===== config.mk =====
export PLATFORM = sky130hd
export DESIGN_NAME = mc_ctrl_fsm_flat
export DESIGN_NICKNAME = d
export VERILOG_FILES = /design/src/rtl/mc_ctrl_pkg.sv /design/src/rtl/mc_ctrl_fsm_if.sv /design/src/rtl/mc_ctrl_branch_eval.sv /design/src/rtl/mc_ctrl_fsm.sv /design/src/flat_wrapper.sv
export SDC_FILE = /design/constraint.sdc
export NUM_CORES = 1
export LEC_CHECK = 0
export CORE_ASPECT_RATIO = 0.8
export CORE_MARGIN = 3
export CORE_UTILIZATION = 25
export CTS_CLUSTER_SIZE = 28
export DETAILED_ROUTE_END_ITERATION = 6
export DONT_BUFFER_PORTS = 1
export PLACE_DENSITY_LB_ADDON = 0.1
export SLEW_MARGIN = 20
export SYNTH_ARGS = -nofsm -noshare
export SYNTH_HDL_FRONTEND = slang
export SYNTH_SLANG_ARGS = --single-unit

===== constraint.sdc =====
create_clock -name clk -period 2.3 [get_ports clk]
set_clock_uncertainty 0.2 [all_clocks]
set_input_delay 0.115 -clock clk [delete_from_list [all_inputs] [get_ports clk]]
set_output_delay 0.115 -clock clk [all_outputs]
set_load 0.01 [all_outputs]

===== src/rtl/mc_ctrl_pkg.sv =====
// Shared definitions for the multi-cycle RV32I control unit (mc_ctrl_fsm).
//   state_e        FSM state encoding, also exported on state_o for debug
//   Op*            RV32I major opcodes recognised in DECODE
//   ALU_ADD/SUB    alu_op codes the FSM forces outside EXEC_R/EXEC_I
//   WbSel*/BSel*   wb_sel and alu_b_sel mux codes
// Build option: MC_CTRL_TRAP_EN (see mc_ctrl_fsm.sv).
package mc_ctrl_pkg;

  typedef enum logic [4:0] {
    StIdle    = 5'd0,
    StFetch   = 5'd1,
    StDecode  = 5'd2,
    StExecR   = 5'd3,
    StExecI   = 5'd4,
    StLui     = 5'd5,
    StAuipc   = 5'd6,
    StWbAlu   = 5'd7,
    StMemAddr = 5'd8,
    StMemRd   = 5'd9,
    StMemWb   = 5'd10,
    StMemWr   = 5'd11,
    StJal     = 5'd12,
    StJalr    = 5'd13,
    StBrCmp   = 5'd14,
    StBrDone  = 5'd15,
    StIllegal = 5'd16
  } state_e;

  localparam logic [6:0] OpR      = 7'b0110011;
  localparam logic [6:0] OpImm    = 7'b0010011;
  localparam logic [6:0] OpLui    = 7'b0110111;
  localparam logic [6:0] OpAuipc  = 7'b0010111;
  localparam logic [6:0] OpLoad   = 7'b0000011;
  localparam logic [6:0] OpStore  = 7'b0100011;
  localparam logic [6:0] OpJal    = 7'b1101111;
  localparam logic [6:0] OpJalr   = 7'b1100111;
  localparam logic [6:0] OpBranch = 7'b1100011;

  localparam logic [3:0] ALU_ADD = 4'b0000;
  localparam logic [3:0] ALU_SUB = 4'b1000;

  localparam logic [1:0] WbSelAlu = 2'd0;
  localparam logic [1:0] WbSelImm = 2'd1;
  localparam logic [1:0] WbSelMem = 2'd2;
  localparam logic [1:0] WbSelPc4 = 2'd3;

  localparam logic [1:0] BSelRs2  = 2'd0;
  localparam logic [1:0] BSelImm  = 2'd1;
  localparam logic [1:0] BSelFour = 2'd2;

  // lb, lh, lw, lbu, lhu
  function automatic logic load_f3_ok(logic [2:0] f3);
    return (f3 == 3'b000) || (f3 == 3'b001) || (f3 == 3'b010) ||
           (f3 == 3'b100) || (f3 == 3'b101);
  endfunction

  // sb, sh, sw
  function automatic logic store_f3_ok(logic [2:0] f3);
    return (f3 == 3'b000) || (f3 == 3'b001) || (f3 == 3'b010);
  endfunction

endpackage


===== src/rtl/mc_ctrl_fsm_if.sv =====
// Control-unit <-> datapath bundle.
//   Datapath -> control: opcode/funct3/funct7 (IR fields), zf/lt/ltu (ALU flags), mem_ready
//   Control -> datapath: ALU/mux selects, write strobes, mem_size, illegal, state_o (debug)
// Modports: master = control unit, slave = datapath side.
interface mc_ctrl_fsm_if #(
  parameter int unsigned ALU_OP_W = 4,
  parameter int unsigned STATE_W  = 5
);
  logic [6:0]          opcode;
  logic [2:0]          funct3;
  logic [6:0]          funct7;
  logic                zf;
  logic                lt;
  logic                ltu;
  logic                mem_ready;

  logic [ALU_OP_W-1:0] alu_op;
  logic                alu_a_sel;
  logic [1:0]          alu_b_sel;
  logic [1:0]          wb_sel;
  logic                pc_sel;
  logic                reg_write;
  logic                ir_write;
  logic                pc_write;
  logic                mem_read;
  logic                mem_write;
  logic [1:0]          mem_size;
  logic                illegal;
  logic [STATE_W-1:0]  state_o;

  modport master (
    input  opcode, funct3, funct7, zf, lt, ltu, mem_ready,
    output alu_op, alu_a_sel, alu_b_sel, wb_sel, pc_sel, reg_write, ir_write, pc_write,
           mem_read, mem_write, mem_size, illegal, state_o
  );

  modport slave (
    output opcode, funct3, funct7, zf, lt, ltu, mem_ready,
    input  alu_op, alu_a_sel, alu_b_sel, wb_sel, pc_sel, reg_write, ir_write, pc_write,
           mem_read, mem_write, mem_size, illegal, state_o
  );
endinterface


===== src/rtl/mc_ctrl_branch_eval.sv =====
// Branch condition evaluation from funct3 and registered ALU flags.
//   funct3_i  branch funct3;  zf_i/lt_i/ltu_i  equal, signed lt, unsigned lt
//   taken_o   condition holds;  valid_o  funct3 is a defined branch (010/011 are not)
module mc_ctrl_branch_eval (
  input  logic [2:0] funct3_i,
  input  logic       zf_i,
  input  logic       lt_i,
  input  logic       ltu_i,
  output logic       taken_o,
  output logic       valid_o
);

  always_comb begin
    taken_o = 1'b0;
    valid_o = 1'b1;
    case (funct3_i)
      3'b000:  taken_o = zf_i;
      3'b001:  taken_o = ~zf_i;
      3'b100:  taken_o = lt_i;
      3'b101:  taken_o = ~lt_i;
      3'b110:  taken_o = ltu_i;
      3'b111:  taken_o = ~ltu_i;
      default: valid_o = 1'b0;
    endcase
  end

endmodule


===== src/rtl/mc_ctrl_fsm.sv =====
// Multi-cycle RV32I control unit. Sequences fetch/decode/execute/mem/writeback and drives
// datapath selects and strobes. Outputs are decoded from the registered state only, except
// the FETCH ir_write/pc_write strobes which qualify on mem_ready so the IR/PC load once.
// Ports: clk, rst_n (async, active-low), bus (mc_ctrl_fsm_if.master).
// Parameters: ALU_OP_W, STATE_W, MEM_HS (1: memory states wait for mem_ready).
// Build option: MC_CTRL_TRAP_EN -- illegal instructions park in ILLEGAL with illegal=1 until
// reset; otherwise ILLEGAL is a one-cycle NOP returning to FETCH with a one-cycle illegal pulse.
module mc_ctrl_fsm
  import mc_ctrl_pkg::*;
#(
  parameter int unsigned ALU_OP_W = 4,
  parameter int unsigned STATE_W  = 5,
  parameter bit          MEM_HS   = 1'b1
) (
  input logic          clk,
  input logic          rst_n,
  mc_ctrl_fsm_if.master bus
);

  state_e     state_q, state_d;
  logic       mem_done;
  logic       br_taken, br_valid;
  logic       r_f7_ok, i_f7_ok;
  logic [3:0] alu_op4;

  assign mem_done = MEM_HS ? bus.mem_ready : 1'b1;

  mc_ctrl_branch_eval u_branch_eval (
    .funct3_i (bus.funct3),
    .zf_i     (bus.zf),
    .lt_i     (bus.lt),
    .ltu_i    (bus.ltu),
    .taken_o  (br_taken),
    .valid_o  (br_valid)
  );

  assign r_f7_ok = (bus.funct7 == 7'b0000000) || (bus.funct7 == 7'b0100000);

  // Only the shift-immediates constrain funct7; other OP-IMM forms carry immediate bits there.
  always_comb begin
    case (bus.funct3)
      3'b001:  i_f7_ok = (bus.funct7 == 7'b0000000);
      3'b101:  i_f7_ok = r_f7_ok;
      default: i_f7_ok = 1'b1;
    endcase
  end

  always_comb begin
    state_d = state_q;
    case (state_q)
      StIdle:   state_d = StFetch;
      StFetch:  if (mem_done) state_d = StDecode;
      StDecode: begin
        case (bus.opcode)
          OpR:             state_d = r_f7_ok ? StExecR : StIllegal;
          OpImm:           state_d = i_f7_ok ? StExecI : StIllegal;
          OpLui:           state_d = StLui;
          OpAuipc:         state_d = StAuipc;
          OpLoad, OpStore: state_d = StMemAddr;
          OpJal:           state_d = StJal;
          OpJalr:          state_d = (bus.funct3 == 3'b000) ? StJalr : StIllegal;
          OpBranch:        state_d = StBrCmp;
          default:         state_d = StIllegal;
        endcase
      end
      StExecR, StExecI, StAuipc: state_d = StWbAlu;
      StWbAlu, StLui, StJal, StJalr, StMemWb, StBrDone: state_d = StFetch;
      StMemAddr: begin
        if ((bus.opcode == OpLoad) && load_f3_ok(bus.funct3)) begin
          state_d = StMemRd;
        end else if ((bus.opcode == OpStore) && store_f3_ok(bus.funct3)) begin
          state_d = StMemWr;
        end else begin
          state_d = StIllegal;
        end
      end
      StMemRd:  if (mem_done) state_d = StMemWb;
      StMemWr:  if (mem_done) state_d = StFetch;
      StBrCmp:  state_d = br_valid ? StBrDone : StIllegal;
`ifdef MC_CTRL_TRAP_EN
      StIllegal: state_d = StIllegal;
`else
      StIllegal: state_d = StFetch;
`endif
      default:  state_d = StIdle;
    endcase
  end

  always_ff @(posedge clk or negedge rst_n) begin
    if (!rst_n) begin
      state_q <= StIdle;
    end else begin
      state_q <= state_d;
    end
  end

  always_comb begin
    alu_op4       = ALU_ADD;
    bus.alu_a_sel = 1'b0;
    bus.alu_b_sel = BSelRs2;
    bus.wb_sel    = WbSelAlu;
    bus.pc_sel    = 1'b0;
    bus.reg_write = 1'b0;
    bus.ir_write  = 1'b0;
    bus.pc_write  = 1'b0;
    bus.mem_read  = 1'b0;
    bus.mem_write = 1'b0;
    bus.mem_size  = 2'b10;
    bus.illegal   = 1'b0;
    case (state_q)
      StFetch: begin
        bus.mem_read  = 1'b1;
        bus.ir_write  = mem_done;
        bus.pc_write  = mem_done;
        bus.alu_a_sel = 1'b1;
        bus.alu_b_sel = BSelFour;
      end
      StDecode, StAuipc: begin
        bus.alu_a_sel = 1'b1;
        bus.alu_b_sel = BSelImm;
      end
      StExecR: alu_op4 = {bus.funct7[5], bus.funct3};
      StExecI: begin
        alu_op4       = {(bus.funct3 == 3'b101) & bus.funct7[5], bus.funct3};
        bus.alu_b_sel = BSelImm;
      end
      StWbAlu: bus.reg_write = 1'b1;
      StLui: begin
        bus.reg_write = 1'b1;
        bus.wb_sel    = WbSelImm;
      end
      StMemAddr: begin
        bus.alu_b_sel = BSelImm;
        bus.mem_size  = bus.funct3[1:0];
      end
      StMemRd: begin
        bus.mem_read = 1'b1;
        bus.mem_size = bus.funct3[1:0];
      end
      StMemWb: begin
        bus.reg_write = 1'b1;
        bus.wb_sel    = WbSelMem;
        bus.mem_size  = bus.funct3[1:0];
      end
      StMemWr: begin
        bus.mem_write = 1'b1;
        bus.mem_size  = bus.funct3[1:0];
      end
      StJal: begin
        bus.reg_write = 1'b1;
        bus.wb_sel    = WbSelPc4;
        bus.pc_write  = 1'b1;
        bus.pc_sel    = 1'b1;
      end
      StJalr: begin
        bus.alu_b_sel = BSelImm;
        bus.reg_write = 1'b1;
        bus.wb_sel    = WbSelPc4;
        bus.pc_write  = 1'b1;
      end
      StBrCmp: alu_op4 = ALU_SUB;
      StBrDone: begin
        bus.pc_write = br_taken;
        bus.pc_sel   = 1'b1;
      end
      StIllegal: bus.illegal = 1'b1;
      default: ;
    endcase
  end

  assign bus.alu_op  = ALU_OP_W'(alu_op4);
  assign bus.state_o = STATE_W'(state_q);

endmodule

===== src/flat_wrapper.sv =====
// flat-port wrapper written by rule: the top's interface ports become plain ports
module mc_ctrl_fsm_flat import mc_ctrl_pkg::*;
#(
  parameter int unsigned ALU_OP_W = 4,
  parameter int unsigned STATE_W  = 5,
  parameter bit          MEM_HS   = 1'b1
)
  (clk, rst_n, bus_opcode, bus_funct3, bus_funct7, bus_zf, bus_lt, bus_ltu, bus_mem_ready, bus_alu_op, bus_alu_a_sel, bus_alu_b_sel, bus_wb_sel, bus_pc_sel, bus_reg_write, bus_ir_write, bus_pc_write, bus_mem_read, bus_mem_write, bus_mem_size, bus_illegal, bus_state_o);
  mc_ctrl_fsm_if #(.ALU_OP_W(ALU_OP_W), .STATE_W(STATE_W)) bus_i ();
  input logic clk;
  input logic rst_n;
  input wire logic [$bits(bus_i.opcode)-1:0] bus_opcode;
  input wire logic [$bits(bus_i.funct3)-1:0] bus_funct3;
  input wire logic [$bits(bus_i.funct7)-1:0] bus_funct7;
  input wire logic [$bits(bus_i.zf)-1:0] bus_zf;
  input wire logic [$bits(bus_i.lt)-1:0] bus_lt;
  input wire logic [$bits(bus_i.ltu)-1:0] bus_ltu;
  input wire logic [$bits(bus_i.mem_ready)-1:0] bus_mem_ready;
  output wire logic [$bits(bus_i.alu_op)-1:0] bus_alu_op;
  output wire logic [$bits(bus_i.alu_a_sel)-1:0] bus_alu_a_sel;
  output wire logic [$bits(bus_i.alu_b_sel)-1:0] bus_alu_b_sel;
  output wire logic [$bits(bus_i.wb_sel)-1:0] bus_wb_sel;
  output wire logic [$bits(bus_i.pc_sel)-1:0] bus_pc_sel;
  output wire logic [$bits(bus_i.reg_write)-1:0] bus_reg_write;
  output wire logic [$bits(bus_i.ir_write)-1:0] bus_ir_write;
  output wire logic [$bits(bus_i.pc_write)-1:0] bus_pc_write;
  output wire logic [$bits(bus_i.mem_read)-1:0] bus_mem_read;
  output wire logic [$bits(bus_i.mem_write)-1:0] bus_mem_write;
  output wire logic [$bits(bus_i.mem_size)-1:0] bus_mem_size;
  output wire logic [$bits(bus_i.illegal)-1:0] bus_illegal;
  output wire logic [$bits(bus_i.state_o)-1:0] bus_state_o;
  assign bus_i.opcode = bus_opcode;
  assign bus_i.funct3 = bus_funct3;
  assign bus_i.funct7 = bus_funct7;
  assign bus_i.zf = bus_zf;
  assign bus_i.lt = bus_lt;
  assign bus_i.ltu = bus_ltu;
  assign bus_i.mem_ready = bus_mem_ready;
  assign bus_alu_op = bus_i.alu_op;
  assign bus_alu_a_sel = bus_i.alu_a_sel;
  assign bus_alu_b_sel = bus_i.alu_b_sel;
  assign bus_wb_sel = bus_i.wb_sel;
  assign bus_pc_sel = bus_i.pc_sel;
  assign bus_reg_write = bus_i.reg_write;
  assign bus_ir_write = bus_i.ir_write;
  assign bus_pc_write = bus_i.pc_write;
  assign bus_mem_read = bus_i.mem_read;
  assign bus_mem_write = bus_i.mem_write;
  assign bus_mem_size = bus_i.mem_size;
  assign bus_illegal = bus_i.illegal;
  assign bus_state_o = bus_i.state_o;
  mc_ctrl_fsm #(.ALU_OP_W(ALU_OP_W), .STATE_W(STATE_W), .MEM_HS(MEM_HS)) u_core (.clk(clk), .rst_n(rst_n), .bus(bus_i));
endmodule

==> flow_summary_export.csv, run 1 <==
group,metric,value,unit
worst_setup_path,critical_path_class,"flop to flop",
cells_and_area,stdcell_area,1171,sq um
cells_and_area,final_common_cell,"nor2_1",
yosys,netlist.area_leader.share,0.1236,
sta,fin_ws,0.2625,ns
floorplanning,dieArea,4853,sq um
route,ant_nets,0,
clock_network,clkLatencyLatePin,0.22,ns
clock_network,clockRootBuffer,"clkbuf_8",
sta,fmax,490.8,MHz
cells_and_area,fillers,445,
yosys,synth_cells,146,
global_route,antenna_found_initial,0,
sta,hold_viol,0,
hold_path,holdCritPathClass,"input port to flop",
route,dr.pass1.iters,4,
yosys,async_flop_share,1.000,
global_route,grt-busiest-layer,"met2",
route,avgViaCountPerCell,5.603,
clock_network,cts_sinks,5,
yosys,yosys.area_share.adder,0,
clock_network,ctsLongestPathBuffers,2,
placed_design,dp_hpwl,2645,um
cells_and_area,area_delta_synth_final,15.70,%
worst_setup_path,cp.required,2.25,ns
sta,finalMaxSlewViolations,0,
yosys,synth-simple-area-share,0.4302,
placed_design,place_ws,0.2151,ns
floorplanning,die_w,77.14,um
cells_and_area,largest_reg_flops,5,
cells_and_area,antenna_cells,0,
global_route,grt_max_degree,19,
cells_and_area,nNetsFinal,173,
yosys,yosys-top-cells-area,"dfrtp_1 (12%), nand2b_1 (6.8%), nor2_1 (4.8%), a21oi_1 (4.4%), nor3_1 (4.4%)",
sta,period_share,0.8859,
worst_setup_path,rr_endpoint,"u_core.bus.state_o[1]",
worst_setup_path,cp-end-kind,"flop",
yosys,yosys_most_used_dff,"dfrtp_1",
yosys,synth_seq_cells,5,
route,vias,1143,
yosys,syn_nets,169,
floorplanning,ios,46,
yosys,syn_area,1012,sq um
yosys,synth_top_family_by_area,"simple AND/OR/NAND/NOR gates",
hold_path,min_from,"bus_opcode[2]",
hold_path,min_path_cells,3,
worst_setup_path,cp.arrival,1.98,ns
global_route,grt_first_pass_wirelength,5326,um
global_route,use_met2,0.1950,
yosys,synth_xor_area_frac,0.01731,
hold_path,min_to,"u_core.bus.state_o[0]",
power_and_ir_drop,power,1096,uW
sta,max_slew.worst_pin.slew,0.4940,ns
floorplanning,fp.dieH,62.92,um
yosys,synth_compound_area_frac,0.3201,
worst_setup_path,cp_slowest_stage_delay,0.49,ns
yosys,ys_types,48,
yosys,syn_area_per_cell,6.933,sq um
worst_setup_path,start_kind,"flop",
clock_network,htreeDepth,1,
yosys,synth-seq-area-share,0.1236,
power_and_ir_drop,vdd.ir_drop.worst,0.0002239,V
route,routed_wl,3480,um
sta,slew_headroom,0.6676,
sta,timing.final.crit_period,2.038,ns
floorplanning,rows,20,
route,wire_per_inst,17.06,um
sta,fin_tns_setup,0,ns
worst_setup_path,cp_slowest_cell,"dfrtp_2",
global_route,grt.met3_usage,0.05187,
clock_network,cts_buffers,3,
cells_and_area,final_cell_mix,"nor2_1 (13), nand2b_1 (11), a21oi_1 (9), nor3_1 (9)",
global_route,grt_pass1_vias,1036,
worst_setup_path,crit_fanout,12,
worst_setup_path,crit_chain,"nor2b_1 > nand3b_1 > a31oi_2 > o211ai_1 > a21oi_2",
worst_setup_path,reg2reg_slack,0.26,ns
power_and_ir_drop,power.density,935.7,nW/um^2
clock_network,path_clk_slew,0.03,ns
yosys,ys_warn_count,0,
yosys,synth-edff-count,0,
route,drt-initial-drc-count,75,
placed_design,dpl-instance-area,1065,sq um
floorplanning,initial_core_util,0.2627,
yosys,synth_area_leader_cell,"dfrtp_1",
power_and_ir_drop,power_leakage,0.0004125,uW
placed_design,portBuffers,0,
route,drc,0,
placed_design,gp_congestion,0.7692,
worst_setup_path,regToRegStartpoint,"u_core.bus.state_o[0]",
floorplanning,placeableCoreArea,3854,sq um
job,cap_violations,0,
worst_setup_path,crit_family,"simple AND/OR/NAND/NOR gates",
sta,setup_viol,0,
sta,rsz0062_at_grt,"no",
sta,timing.hold.ws,0.04234,ns
global_route,grt_use_met1,0.1946,
worst_setup_path,crit_buf_inv,0,
clock_network,tritoncts,"yes",
global_route,grt_overflow,0,
yosys,muxShareOfSynthArea,0.02967,
global_route,grt.total_usage,0.1368,
cells_and_area,final_layout_size_suffix_gt1_frac,0.1275,
worst_setup_path,reg2reg_depth,5,
outcome,status,"completed",
[metrics by stage]
| step | utilization | cells |
|---|---|---|
| final | 0.3039 | 204 |
| after global routing | 0.3039 | 204 |
| after CTS | 0.3036 | 204 |
| after detailed placement | 0.2763 | 194 |
| after global placement | 0.2763 | 194 |
| after floorplan | - | 146 |
[cell families (layout without fill, tap and decap cells)]
logic type | Yosys count | in the layout
buf+inv | 17 | 20
compound gates | 43 | 43
xor+xnor | 2 | 2
simple gates | 76 | 76
flops | 5 | 5
mux | 3 | 3
[how the worst max path moves through the flow]
stage                           from  slack [ns]  depth (start not counted)                     to
2_1_floorplan  u_core.bus.state_o[3]        0.47                          4           bus_ir_write
3_3_place_gp   u_core.bus.state_o[0]        0.12                          5  u_core.bus.state_o[1]
3_5_place_dp   u_core.bus.state_o[0]        0.22                          5  u_core.bus.state_o[1]
4_1_cts        u_core.bus.state_o[0]        0.14                          5          bus_alu_op[3]
5_1_grt        u_core.bus.state_o[0]        0.11                          5  u_core.bus.state_o[1]
6_report       u_core.bus.state_o[0]        0.26                          5  u_core.bus.state_o[1]
[layer usage]
layer | wire length (um) | vias up
met2 | 1467 | 46
met3 | 321 | 2
met5 | 0 | -
met4 | 12 | 0
li1 | - | 554
met1 | 1679 | 541
[worst reg2reg max path: cells and delay by family, from the launching register on]
family	cells	cell delay, ns
AOI/OAI and AO/OA	3	0.62
and+or+nand+nor	2	0.64
DFF	1	0.49
[area by class of cell]
| cell class | count | area [sq um] | area share |
|---|---|---|---|
| Sequential cell | 5 | 126.4 | 0.1079 |
| Clock buffer | 4 | 45.04 | 0.03846 |
| Multi-Input combinational cell | 124 | 807.0 | 0.6891 |
| Tap cell | 55 | 68.82 | 0.05876 |
| Timing Repair Buffer | 13 | 112.6 | 0.09615 |
| Inverter | 3 | 11.26 | 0.009615 |
[Yosys cell counts, types with 2 or more instances]
cell type	number
a21oi_1	9
xnor2_1	2
nor3b_1	3
and3b_1	2
buf_6	2
o21ai_1	2
a22oi_1	3
a31oi_1	2
nor4_1	4
clkbuf_1	11
nand2b_1	11
nand3b_1	4
nand3_1	4
nand4_1	2
o211ai_1	2
nor3_1	9
a32oi_1	2
nor2b_1	4
and3_1	2
inv_1	3
o21ai_0	5
nand2_1	7
o41ai_1	2
o31ai_1	2
and2_1	6
dfrtp_1	5
mux2i_1	3
nor2_1	13
[report_power, final]
| group | internal (uW) | leakage, uW | switching (uW) | total, uW |
|---|---|---|---|---|
| combinational | 267 | 0.000327 | 445 | 713 |
| sequential | 124 | 0.0000629 | 95.3 | 220 |
| clock | 119 | 0.0000228 | 44.5 | 164 |
[repair_timing]
item | CTS | global route
endpoints found under the setup margin | 0 | 3
hold buffers | 6 | 0
buffers inserted | 0 | 0
resized for setup | 0 | 1
hold endpoints to repair | 9 | 0
Power figures use the tool's default switching activity.
==> run 2: changes to the inputs <==
Settings changed: CORE_ASPECT_RATIO 0.8 to not set, CORE_UTILIZATION 25 to 63, SETUP_SLACK_MARGIN set to 0.1.
==> flow_summary_export.csv, run 2 (synthesis results as in run 1) <==
group,metric,value,unit
sta,timing.final.crit_period,1.973,ns
sta,fmax,506.8,MHz
sta,slew_headroom,0.6499,
cells_and_area,largest_reg_flops,5,
cells_and_area,nNetsFinal,173,
hold_path,min_path_cells,3,
worst_setup_path,regToRegStartpoint,"u_core.bus.state_o[0]",
clock_network,ctsLongestPathBuffers,2,
global_route,grt_overflow,0,
route,wl_met2,1445,um
global_route,grt_first_pass_wirelength,4609,um
worst_setup_path,start_kind,"flop",
clock_network,tritoncts,"yes",
power_and_ir_drop,clkPwrFrac,0.104,
floorplanning,placeableCoreArea,1399,sq um
cells_and_area,final_layout_size_suffix_gt1_frac,0.1208,
route,ant_nets,0,
clock_network,clkLatencyLatePin,0.25,ns
floorplanning,ios,46,
cells_and_area,final_cells,164,
clock_network,htreeDepth,1,
cells_and_area,fillers,108,
sta,max_slew.worst_pin.slew,0.5204,ns
global_route,grt_max_degree,21,
floorplanning,die_w,46.09,um
sta,finalMaxSlewViolations,0,
sta,hold_viol,0,
clock_network,cts_sinks,5,
floorplanning,fp.dieH,46.09,um
hold_path,min_to,"u_core.bus.state_o[4]",
power_and_ir_drop,vdd.ir_drop.worst,0.0005138,V
placed_design,dp_hpwl,2138,um
worst_setup_path,rr_endpoint,"u_core.bus.state_o[1]",
sta,setup_viol,0,
worst_setup_path,crit_chain,"inv_1 > nor2_1 > a21oi_1 > nor3_1 > a31o_2",
hold_path,min_from,"bus_opcode[2]",
route,drt-initial-drc-count,66,
route,wire_per_inst,17.69,um
floorplanning,rows,13,
route,dr.pass1.iters,4,
clock_network,clockRootBuffer,"clkbuf_4",
cells_and_area,multi_input_area,807.0,sq um
global_route,grt_pass1_vias,1033,
floorplanning,initial_core_util,0.7236,
power_and_ir_drop,swShare,0.5525,
worst_setup_path,reg2reg_slack,0.41,ns
cells_and_area,fin_util,0.7898,
worst_setup_path,cp_slowest_cell,"dfrtp_1",
route,avgViaCountPerCell,7.152,
route,wl_met1,1144,um
power_and_ir_drop,power_leakage,0.0004028,uW
cells_and_area,area_delta_synth_final,9.147,%
worst_setup_path,critical_path.startpoint,"u_core.bus.state_o[0]",
worst_setup_path,cp-end-kind,"primary output",
clock_network,path_clk_slew,0.05,ns
job,cap_violations,0,
power_and_ir_drop,p_seq_frac,0.222,
sta,fin_tns_setup,0,ns
worst_setup_path,cp.arrival,1.66,ns
power_and_ir_drop,p_sw,560.0,uW
route,routed_wl,2901,um
worst_setup_path,cp_slowest_stage_delay,0.46,ns
global_route,antenna_found_initial,0,
power_and_ir_drop,intPower,453.6,uW
sta,period_share,0.8578,
cells_and_area,regArea,126.4,sq um
cells_and_area,final_cell_mix,"nor2_1 (13), nand2b_1 (11), a21oi_1 (9), nor3_1 (9)",
placed_design,gp_congestion,0.8995,
global_route,grt.total_usage,0.2972,
worst_setup_path,cp.required,1.99,ns
sta,rsz0062_at_grt,"no",
route,top_layer,"met4",
route,wl_met3,276,um
route,vias,1173,
worst_setup_path,reg2reg_depth,5,
clock_network,cts_buffers,3,
hold_path,holdCritPathClass,"input port to flop",
route,drc,0,
power_and_ir_drop,comb_power_share,0.673,
clock_network,cts_setup_buffers,0,
worst_setup_path,critical_path_class,"flop to primary output",
worst_setup_path,crit_fanout,8,
cells_and_area,final_common_cell,"nor2_1",
power_and_ir_drop,power,1014,uW
cells_and_area,antenna_cells,0,
placed_design,portBuffers,0,
placed_design,dp_cells,153,
outcome,status,"completed",
power_and_ir_drop,power.density,917.5,nW/um^2
floorplanning,dieArea,2124,sq um
## run 2: cell types whose count changed in the layout (fill, tap and decap cells not counted)
cell	delta
clkbuf_8	-3
dlygate4sd3_1	+1
buf_4	-1
clkbuf_4	+3
## run 2: what timing repair did
item,4_1_cts,5_1_grt
setup endpoints to repair,0,3
hold buffers,7,0
hold endpoints to repair,9,0
gates resized for setup,0,1
## run 2: how the worst max path moves through the flow
stage	to	slack (ns)	cells after the start
after floorplan	bus_ir_write	0.47	4
after global placement	u_core.bus.state_o[1]	0.41	5
after detailed placement	u_core.bus.state_o[1]	0.34	5
after CTS	bus_alu_op[3]	0.22	3
after global routing	bus_alu_op[3]	0.22	3
final	bus_alu_op[3]	0.33	5
## run 2: metrics by stage
step / setup WS [ns] / area (sq um) / hold WS, ns
3_3_place_gp: 0.4143 / 1007 / -0.3805
6_report: 0.3270 / 1105 / 0.01888
5_1_grt: 0.2170 / 1105 / 0.02178
2_1_floorplan: 0.4700 / 1012 / -0.3806
4_1_cts: 0.2154 / 1104 / 0.01133
3_5_place_dp: 0.3366 / 1007 / -0.3805
## run 2: metal layers
metal,GRT usage,vias up
met1,0.3774,536
met5,0,-
li1,-,556
met4,0.1023,0
met2,0.5055,76
met3,0.04297,5
## run 2: worst max-delay path, delay by kind of cell, from the launching register on
kind,cells,cell delay [ns]
simple gates,2,0.41
buf+inv,1,0.18
flops,1,0.46
compound gates,2,0.35
## run 2: cell type report
| type | instances | share of cell area |
|---|---|---|
| Clock buffer | 4 | 0.02378 |
| Timing Repair Buffer | 13 | 0.1042 |
| Sequential cell | 5 | 0.1144 |
| Inverter | 3 | 0.01019 |
| Tap cell | 15 | 0.01699 |
| Multi-Input combinational cell | 124 | 0.7305 |
## run 2: power groups by stage
stage / registers [uW] / logic, uW / clock network, uW
after CTS: 222 / 672 / 108
after detailed placement: 223 / 657 / 0
after floorplan: 159 / 586 / 0
after global routing: 235 / 755 / 113
after global placement: 220 / 639 / 0
final: 225 / 682 / 106
